**src/rtl/systolic_out_collector.sv**
```systemverilog
// systolic_out_collector
// Collects row-aligned sum vectors from the systolic array, accumulates them
// across K-tiles in a SYSTOLIC_WIDTH x SYSTOLIC_WIDTH buffer, and drains the
// finished tile row by row over a valid/ready output.
module systolic_out_collector #(
    parameter int SYSTOLIC_WIDTH = 4,
    parameter int SUM_WIDTH      = 16,
    parameter int ACC_WIDTH      = 32
) (
    input  logic                                clk,
    input  logic                                rst_n,
    input  logic                                clear,
    input  logic                                in_valid,
    output logic                                in_ready,
    input  logic [SYSTOLIC_WIDTH*SUM_WIDTH-1:0] sum_in,
    input  logic                                tile_last,
    output logic                                out_valid,
    input  logic                                out_ready,
    output logic [SYSTOLIC_WIDTH*ACC_WIDTH-1:0] out_data,
    output logic [$clog2(SYSTOLIC_WIDTH)-1:0]   out_row,
    output logic                                busy
);

    localparam int              CW       = $clog2(SYSTOLIC_WIDTH);
    localparam logic [CW-1:0]   LAST_ROW = CW'(SYSTOLIC_WIDTH - 1);

    typedef enum logic {
        S_FILL,
        S_DRAIN
    } state_t;

    state_t              r_state;
    logic [CW-1:0]       r_row_cnt;
    logic [CW-1:0]       r_drain_cnt;
    logic                r_first_tile;
    logic                r_in_ready;
    logic                r_out_valid;
    logic [ACC_WIDTH-1:0] r_buf [SYSTOLIC_WIDTH][SYSTOLIC_WIDTH];

    logic                w_accept;
    logic                w_out_fire;
    logic                w_row_end;
    logic                w_drain_end;
    logic [ACC_WIDTH-1:0] w_lane_ext [SYSTOLIC_WIDTH];

    assign w_accept    = in_valid && r_in_ready;
    assign w_out_fire  = r_out_valid && out_ready;
    assign w_row_end   = (r_row_cnt == LAST_ROW);
    assign w_drain_end = (r_drain_cnt == LAST_ROW);

    // Sign-extend each incoming lane to the accumulator width.
    // NOTE: every lane is assigned on every evaluation, so no latch is inferred.
    always_comb begin
        for (int k = 0; k < SYSTOLIC_WIDTH; k++) begin
            w_lane_ext[k] = ACC_WIDTH'($signed(sum_in[k*SUM_WIDTH +: SUM_WIDTH]));
        end
    end

    // Control FSM: row/drain counters, first-tile flag and registered handshakes.
    // NOTE: sequential state uses non-blocking assignments so all registers
    // update together from pre-edge values.
    always_ff @(posedge clk or negedge rst_n) begin
        if (!rst_n) begin
            r_state      <= S_FILL;
            r_row_cnt    <= '0;
            r_drain_cnt  <= '0;
            r_first_tile <= 1'b1;
            r_in_ready   <= 1'b1;
            r_out_valid  <= 1'b0;
        end else if (clear) begin
            r_state      <= S_FILL;
            r_row_cnt    <= '0;
            r_drain_cnt  <= '0;
            r_first_tile <= 1'b1;
            r_in_ready   <= 1'b1;
            r_out_valid  <= 1'b0;
        end else begin
            case (r_state)
                S_FILL: begin
                    if (w_accept) begin
                        if (w_row_end) begin
                            r_row_cnt <= '0;
                            if (tile_last) begin
                                r_state     <= S_DRAIN;
                                r_in_ready  <= 1'b0;
                                r_out_valid <= 1'b1;
                            end else begin
                                r_first_tile <= 1'b0;
                            end
                        end else begin
                            r_row_cnt <= r_row_cnt + 1'b1;
                        end
                    end
                end
                S_DRAIN: begin
                    if (w_out_fire) begin
                        if (w_drain_end) begin
                            r_drain_cnt  <= '0;
                            r_first_tile <= 1'b1;
                            r_state      <= S_FILL;
                            r_in_ready   <= 1'b1;
                            r_out_valid  <= 1'b0;
                        end else begin
                            r_drain_cnt <= r_drain_cnt + 1'b1;
                        end
                    end
                end
                default: begin
                    r_state     <= S_FILL;
                    r_in_ready  <= 1'b1;
                    r_out_valid <= 1'b0;
                end
            endcase
        end
    end

    // Tile buffer: overwrite on the first K-tile, wrap-around accumulate after.
    // NOTE: this buffer is reset because row 0 is visible on out_data straight
    // out of reset; clear leaves it alone and relies on first_tile to overwrite.
    always_ff @(posedge clk or negedge rst_n) begin
        if (!rst_n) begin
            for (int r = 0; r < SYSTOLIC_WIDTH; r++) begin
                for (int k = 0; k < SYSTOLIC_WIDTH; k++) begin
                    r_buf[r][k] <= '0;
                end
            end
        end else if (!clear && w_accept) begin
            for (int k = 0; k < SYSTOLIC_WIDTH; k++) begin
                if (r_first_tile) begin
                    r_buf[r_row_cnt][k] <= w_lane_ext[k];
                end else begin
                    r_buf[r_row_cnt][k] <= r_buf[r_row_cnt][k] + w_lane_ext[k];
                end
            end
        end
    end

    // Output row is selected purely from buffer registers by the drain counter.
    always_comb begin
        for (int k = 0; k < SYSTOLIC_WIDTH; k++) begin
            out_data[k*ACC_WIDTH +: ACC_WIDTH] = r_buf[r_drain_cnt][k];
        end
    end

    assign in_ready  = r_in_ready;
    assign out_valid = r_out_valid;
    assign out_row   = r_drain_cnt;
    assign busy      = (r_state == S_DRAIN) || (r_row_cnt != '0) || !r_first_tile;

endmodule
```
**config.mk**
```make
export PLATFORM = sky130hd
export DESIGN_NAME = systolic_out_collector
export DESIGN_NICKNAME = d
export VERILOG_FILES = /design/src/rtl/systolic_out_collector.sv
export SDC_FILE = /design/constraint.sdc
export NUM_CORES = 2
export LEC_CHECK = 0
export ABC_CLOCK_PERIOD_IN_PS = 5700
export CAP_MARGIN = 10
export CORE_ASPECT_RATIO = 1.2
export CORE_UTILIZATION = 46
export DETAILED_ROUTE_END_ITERATION = 12
export SYNTH_ARGS = -nofsm -noshare
export SYNTH_HDL_FRONTEND = slang
export SYNTH_SLANG_ARGS = --single-unit
```
**constraint.sdc**
```tcl
create_clock -name clk -period 5.7 [get_ports clk]
set_input_delay 0.57 -clock clk [delete_from_list [all_inputs] [get_ports clk]]
set_output_delay 0.57 -clock clk [all_outputs]
set_load 0.02 [all_outputs]
```
[Word level (Yosys, flattened, before mapping)]
Cells that the tools add are included.
Storage, ports and cells
  flip-flop bits (word level): 520
  bits in latches: 0
  RAM bits: 0
  bits in read-only memories: 0
  input bits: 70
  output and inout port bits: 133
  logic and storage cells: 122
  memories kept: 0
Operators by class
  add/sub/neg operators: 6
  multiply operators: 0
  div/mod/pow operators: 0
  order comparisons: 3
  eq/ne operators: 9
  shift-type cells: 0
  mux-type cells: 63
  bitwise operators: 3
  reductions and logical operators: 16
Operator list (number)
  $bwmux W512: 8
  $mux W512: 7
  $demux W128 S2: 4
  $mux W128: 5
  $bmux W128 S2: 2
  $add A32 B32 Y32: 4
  $mux W96: 1
  $mux W64: 1
  $mux W32: 1
  $mux W1: 22
  $mux W2: 8
  $ne A3 B3 Y1 const B: 4
  $reduce_and A5 Y1: 2
  $pmux W1 S2: 4
  $reduce_bool A2 Y1: 4
  $ge A3 B3 Y1 const B: 2
  $ne A3 B2 Y1 const B: 2
  $not A2 Y3: 2
  $add A2 B1 Y2 const B: 2
  $eq A2 B2 Y1 const B: 2
  $logic_and A1 B1 Y1: 4
  $reduce_and A2 Y1: 2
  $lt A3 B1 Y1 const B: 1
  $logic_not A1 Y1: 2
  other kinds (3): 4

[Depth between registers and ports, before layout]
  depth after elaboration: 16
  depth in mapped cells: 17
  gate-level depth less buffers: 13

[Worst setup path before layout]
No wires, ideal clock.
  path type: reg2reg
  from: register r_row_cnt[0]
  to: register r_buf[380] in the netlist's numbering
  setup time: 0.069 ns
  arrival time: 4.450 ns
  data required time: 5.631 ns
  path slack: 1.181 ns
  cell stages (with the launch flop): 16
  buffers on the path: 3
  clock period less this slack: 4.519 ns
  path through: dfrtp_1 clkbuf_1 clkbuf_1 buf_1 mux4_2 ha_1 fa_1 a21o_1 a21oi_2 o21ai_2 o21a_1 o211a_4 a21oi_4 o31ai_2 or4_1 nand3_1
Between the ends
  cells in the longest elaborated chain, start to end: 16
  elaborated cells between the ends (all ways): 31
  classes of those cells: add/sub (4); order compare (2); mux (23); bitwise (1); reduce/logical (1)
Ends and longest elaborated chain
  from (decl): line 33  | logic [CW-1:0] r_row_cnt;
  from (signal assigned): line 91  | r_row_cnt <= r_row_cnt + 1'b1;
  $not A2 Y3 (not written as such) *: line 130, 132
  $bmux W128 S2 (tied with other cells): line 132  | r_buf[r_row_cnt][k] <= r_buf[r_row_cnt][k] + w_lane_ext[k];
  $mux W128 (not written as such) or $logic_and A1 B1 Y1 (tied branches): line 132, 130
  $mux W128 (on tied branches): line 132, 130
  $add A32 B32 Y32 or $demux W128 S2 (tied branches): line 132, 130
  $bwmux W512 (on tied branches): line 132, 130
  $mux W512: line 129  | if (r_first_tile) begin
  $mux W512: line 127  | end else if (!clear && w_accept) begin
  $bwmux W512 (on tied branches): line 132, 130
  $mux W512: line 129
  $mux W512: line 127
  $bwmux W512 (on tied branches): line 132, 130
  $mux W512: line 129
  $mux W512: line 127
  $bwmux W512 (on tied branches): line 132, 130
  $mux W512 *: line 129
  to (signal, indexed assignment): line 130  | r_buf[r_row_cnt][k] <= w_lane_ext[k];
  to (signal, indexed assignment): line 132
  to (decl): line 38  | logic [ACC_WIDTH-1:0] r_buf [SYSTOLIC_WIDTH][SYSTOLIC_WIDTH];
Mark *: on every way between the ends. The rest lies on a longest branch, timed or not. The select of a mux whose other input is x is not followed.
A chain may end at the register's enable or synchronous reset.

[Worst setup path in the final report]
  from: register r_row_cnt[0]
  to: register r_buf[30] in the netlist's numbering
Between the ends
  cells in the longest elaborated chain, start to end: 16
  elaborated cells between the ends (all ways): 31
  classes of those cells: add/sub (4); order compare (2); mux (23); bitwise (1); reduce/logical (1)
Ends and longest elaborated chain (line)
  $not A2 Y3 (not written as such) *: 130, 132
  $bmux W128 S2: 132
  $mux W128 (not written as such) (2 in a row): 132
  $add A32 B32 Y32: 132
  $bwmux W512: 132
  $mux W512: 129
  $mux W512: 127
  $bwmux W512 (on tied branches): 132, 130
  $mux W512: 129
  $mux W512: 127
  $bwmux W512 (on tied branches): 132, 130
  $mux W512: 129
  $mux W512: 127
  $bwmux W512 (on tied branches): 132, 130
  $mux W512 *: 129
Marks and branches as above.

==> flow_metrics.tcl <==
set metrics [dict create \
    design_area_um2 37800 \
    ant_nets 0 \
    period_share 0.786 \
    slew_headroom 0.256 \
    worst_setup_path_end_kind "flop" \
    core_um2 70200 \
    synth_ff_type "dfrtp_1" \
    fp.dieH_um 295 \
    antenna_found_initial 3 \
    drive_above_1_share 0.131 \
    grt_max_degree 162 \
    hold_path_end "in_ready" \
    clkTransAtPathRegs_ns 0.06 \
    area_growth_pct 15.2 \
    cts_sinks 520 \
    whs_path_depth 2 \
    power_per_cell_area_nw_per_um2 391 \
    criticalPathCategory "flop to flop" \
    async_reset_ff_frac 1.00 \
    cp.required_ns 6.27 \
    dieArea_um2 72400 \
    cts_tree "yes" \
    drv_cap 0 \
    reg2reg_depth 13 \
    dp_hpwl_um 68100 \
    grt_usage 0.291 \
    r2r_end "r_buf[30]" \
    rrSetupSlack_ns 1.22 \
    synth-edff-count 0 \
    hold_class "flop to flop" \
    grt_pass1_vias 28600 \
    wirelength_um 104000 \
    place_area_um2 35600 \
    grt_pass1_wl_um 164000 \
    worstPathMaxFanout 18 \
    wl_per_cell_um 23.8 \
    post-route-util 0.538 \
    status "completed" \
    gp_congestion 0.896 \
    period_needed_ns 4.48 \
    fp-row-count 106 \
    setup_viol 0 \
    syn-cell-area_um2 32800 \
    arrival_ns 5.05 \
    irDropWorstVdd_mv 0.283 \
    drv_slew 0 \
    setup_tns_ns 0 \
    yosys_warnings 0 \
    yosys.cell_types.count 71 \
    port_buffers 202 \
    start_kind "flop" \
    cts_buffers 59 \
    yosysSeqAreaShare 0.397 \
    clk_latency_ns 0.65 \
    hold_viol_final 0 \
    ios 203 \
    dr_total_vias 27300 \
    cts_resized 0 \
    total_leakage_power_nw 15.7 \
    drt_first_pass_iters 7 \
    rsz0062_at_grt "no" \
    fin_nets 3576 \
    die_width_um 246 \
    setup_slack_ns 1.22 \
    drcViolationCount 0 \
    place_ws_ns 1.29 \
    finClkSkew_ns 0.0319 \
    clk_path_buf_depth 3 \
    avgSynthCellArea_um2 9.96 \
    tightest_slew_ns 1.12 \
    synth-seq-cells 520 \
    synth_nets 3496 \
    r2r-start "r_row_cnt[0]" \
    vias_per_cell 6.28 \
    fmax_mhz 223 \
    drt-initial-drc-count 1919 \
    htreeDepth 2 \
    cts_root_buf "clkbuf_16" \
    min_from "in_ready" \
    synthCells 3293 \
    power_w 0.0148 \
    floorplan.initialDensity 0.467 \
    grt_overflow 0 \
]
## cell usage in the layout, fill, tap and decap left out, types with 9 or more instances in the layout
cell,n
o21a_1,34
o21ai_0,440
nand2b_1,11
clkinv_2,11
and3_1,19
a211oi_1,14
and2_1,11
a21oi_1,346
nand2_1,498
o22a_1,9
o211ai_1,36
clkdlybuf4s50_1,201
inv_1,45
buf_4,40
o21bai_1,21
mux4_2,256
buf_12,10
nand3_1,38
xor2_1,35
dfrtp_1,514
clkbuf_16,60
a21o_1,59
nor2_1,183
o21ai_1,35
nor2b_1,12
mux2i_1,23
o31ai_1,10
a31oi_1,16
ha_1,129
xnor2_1,70
nand4_1,36
nor3_1,27
a221o_1,28
clkbuf_8,15
clkbuf_1,13
## cells in the mapped netlist (all sizes together) (38+ instances only)
| cell type | instances | area (um^2) |
|---|---|---|
| mux4 | 256 | 5770 |
| nor2 | 183 | 687 |
| a21o | 59 | 443 |
| nand3 | 38 | 190 |
| o21ai | 477 | 2390 |
| a21oi | 352 | 1790 |
| xnor2 | 70 | 613 |
| buf | 56 | 219 |
| dfrtp | 518 | 13000 |
| inv | 46 | 173 |
| nand2 | 502 | 1880 |
| clkbuf | 179 | 672 |
| ha | 129 | 1610 |
## metal layers
layer,global-route usage,vias up,part of all wire
met2,0.504,963,0.50
met3,0.0408,220,0.058
li1,-,12300,-
met1,0.368,13700,0.40
met5,0,-,0.000097
met4,0.109,2,0.035
## power by group
group / internal, W / leakage [nW] / switching (W)
Combinational: 0.00243 / 8.07 / 0.00296
Clock: 0.00248 / 1.03 / 0.00165
Sequential: 0.00457 / 6.61 / 0.000677
Total: 0.00948 / 15.7 / 0.00528
## critical path, cell delays in order, from the launching register on
cell     delay (ns)
dfrtp_4        0.71
buf_4          0.33
mux4_2         0.53
ha_1           0.24
fa_1           0.44
a21o_1         0.19
a221o_1        0.36
nand4_1        0.17
a31oi_1        0.19
a31oi_1        0.43
o21ai_0        0.20
xor2_1         0.33
a21oi_1        0.12
nor2_1         0.13
## flip-flops by register name (all words and copies together) (netlist names)
signal and cells:
out_row 2, r_buf 512, in_ready 1, r_first_tile 1
r_state 1, out_valid 1, r_row_cnt 2
## what timing repair did
item	4_1_cts	5_1_grt
setup buffers	0	0
hold buffers	1	0
setup endpoints to repair	0	0
endpoints found under the hold margin	74	0
## per-stage QoR
step           instances  hold slack, ns
3_3_place_gp        4228           0.466
5_1_grt             4342           0.524
2_1_floorplan       3293           0.274
4_1_cts             4339           0.482
6_report            4342           0.483
3_5_place_dp        4228           0.472
## cell families after synthesis
logic type	after synthesis	synth area share
DFF	520	0.397
buffers and inverters	281	0.0324
xor gates and xnor gates	105	0.0280
AOI/OAI and AO/OA	1104	0.196
muxes	281	0.184
and+or+nand+nor	869	0.112
adders and majority gates	133	0.0517
## how the worst max path moves through the flow
| stage | start | endpoint | slack [ns] |
|---|---|---|---|
| after floorplan | r_row_cnt[0] | r_buf[380] | 1.18 |
| after global placement | r_row_cnt[0] | r_buf[414] | 1.32 |
| after detailed placement | r_row_cnt[0] | r_buf[30] | 1.29 |
| after CTS | r_row_cnt[0] | r_buf[30] | 1.28 |
| after global routing | r_row_cnt[0] | r_buf[348] | 0.95 |
| final | r_row_cnt[0] | r_buf[30] | 1.22 |
## final cells by class
type / instances / area [um^2]
sequential: 520 / 13000
fill: 6217 / 32400
clock buffer: 88 / 1760
timing repair buffer: 254 / 2560
multi-input combinational: 2492 / 18800
tap: 918 / 1150
clock inverter: 22 / 328
antenna: 2 / 5.00
inverter: 46 / 173
Note: power is estimated with default switching activity, not from simulation.
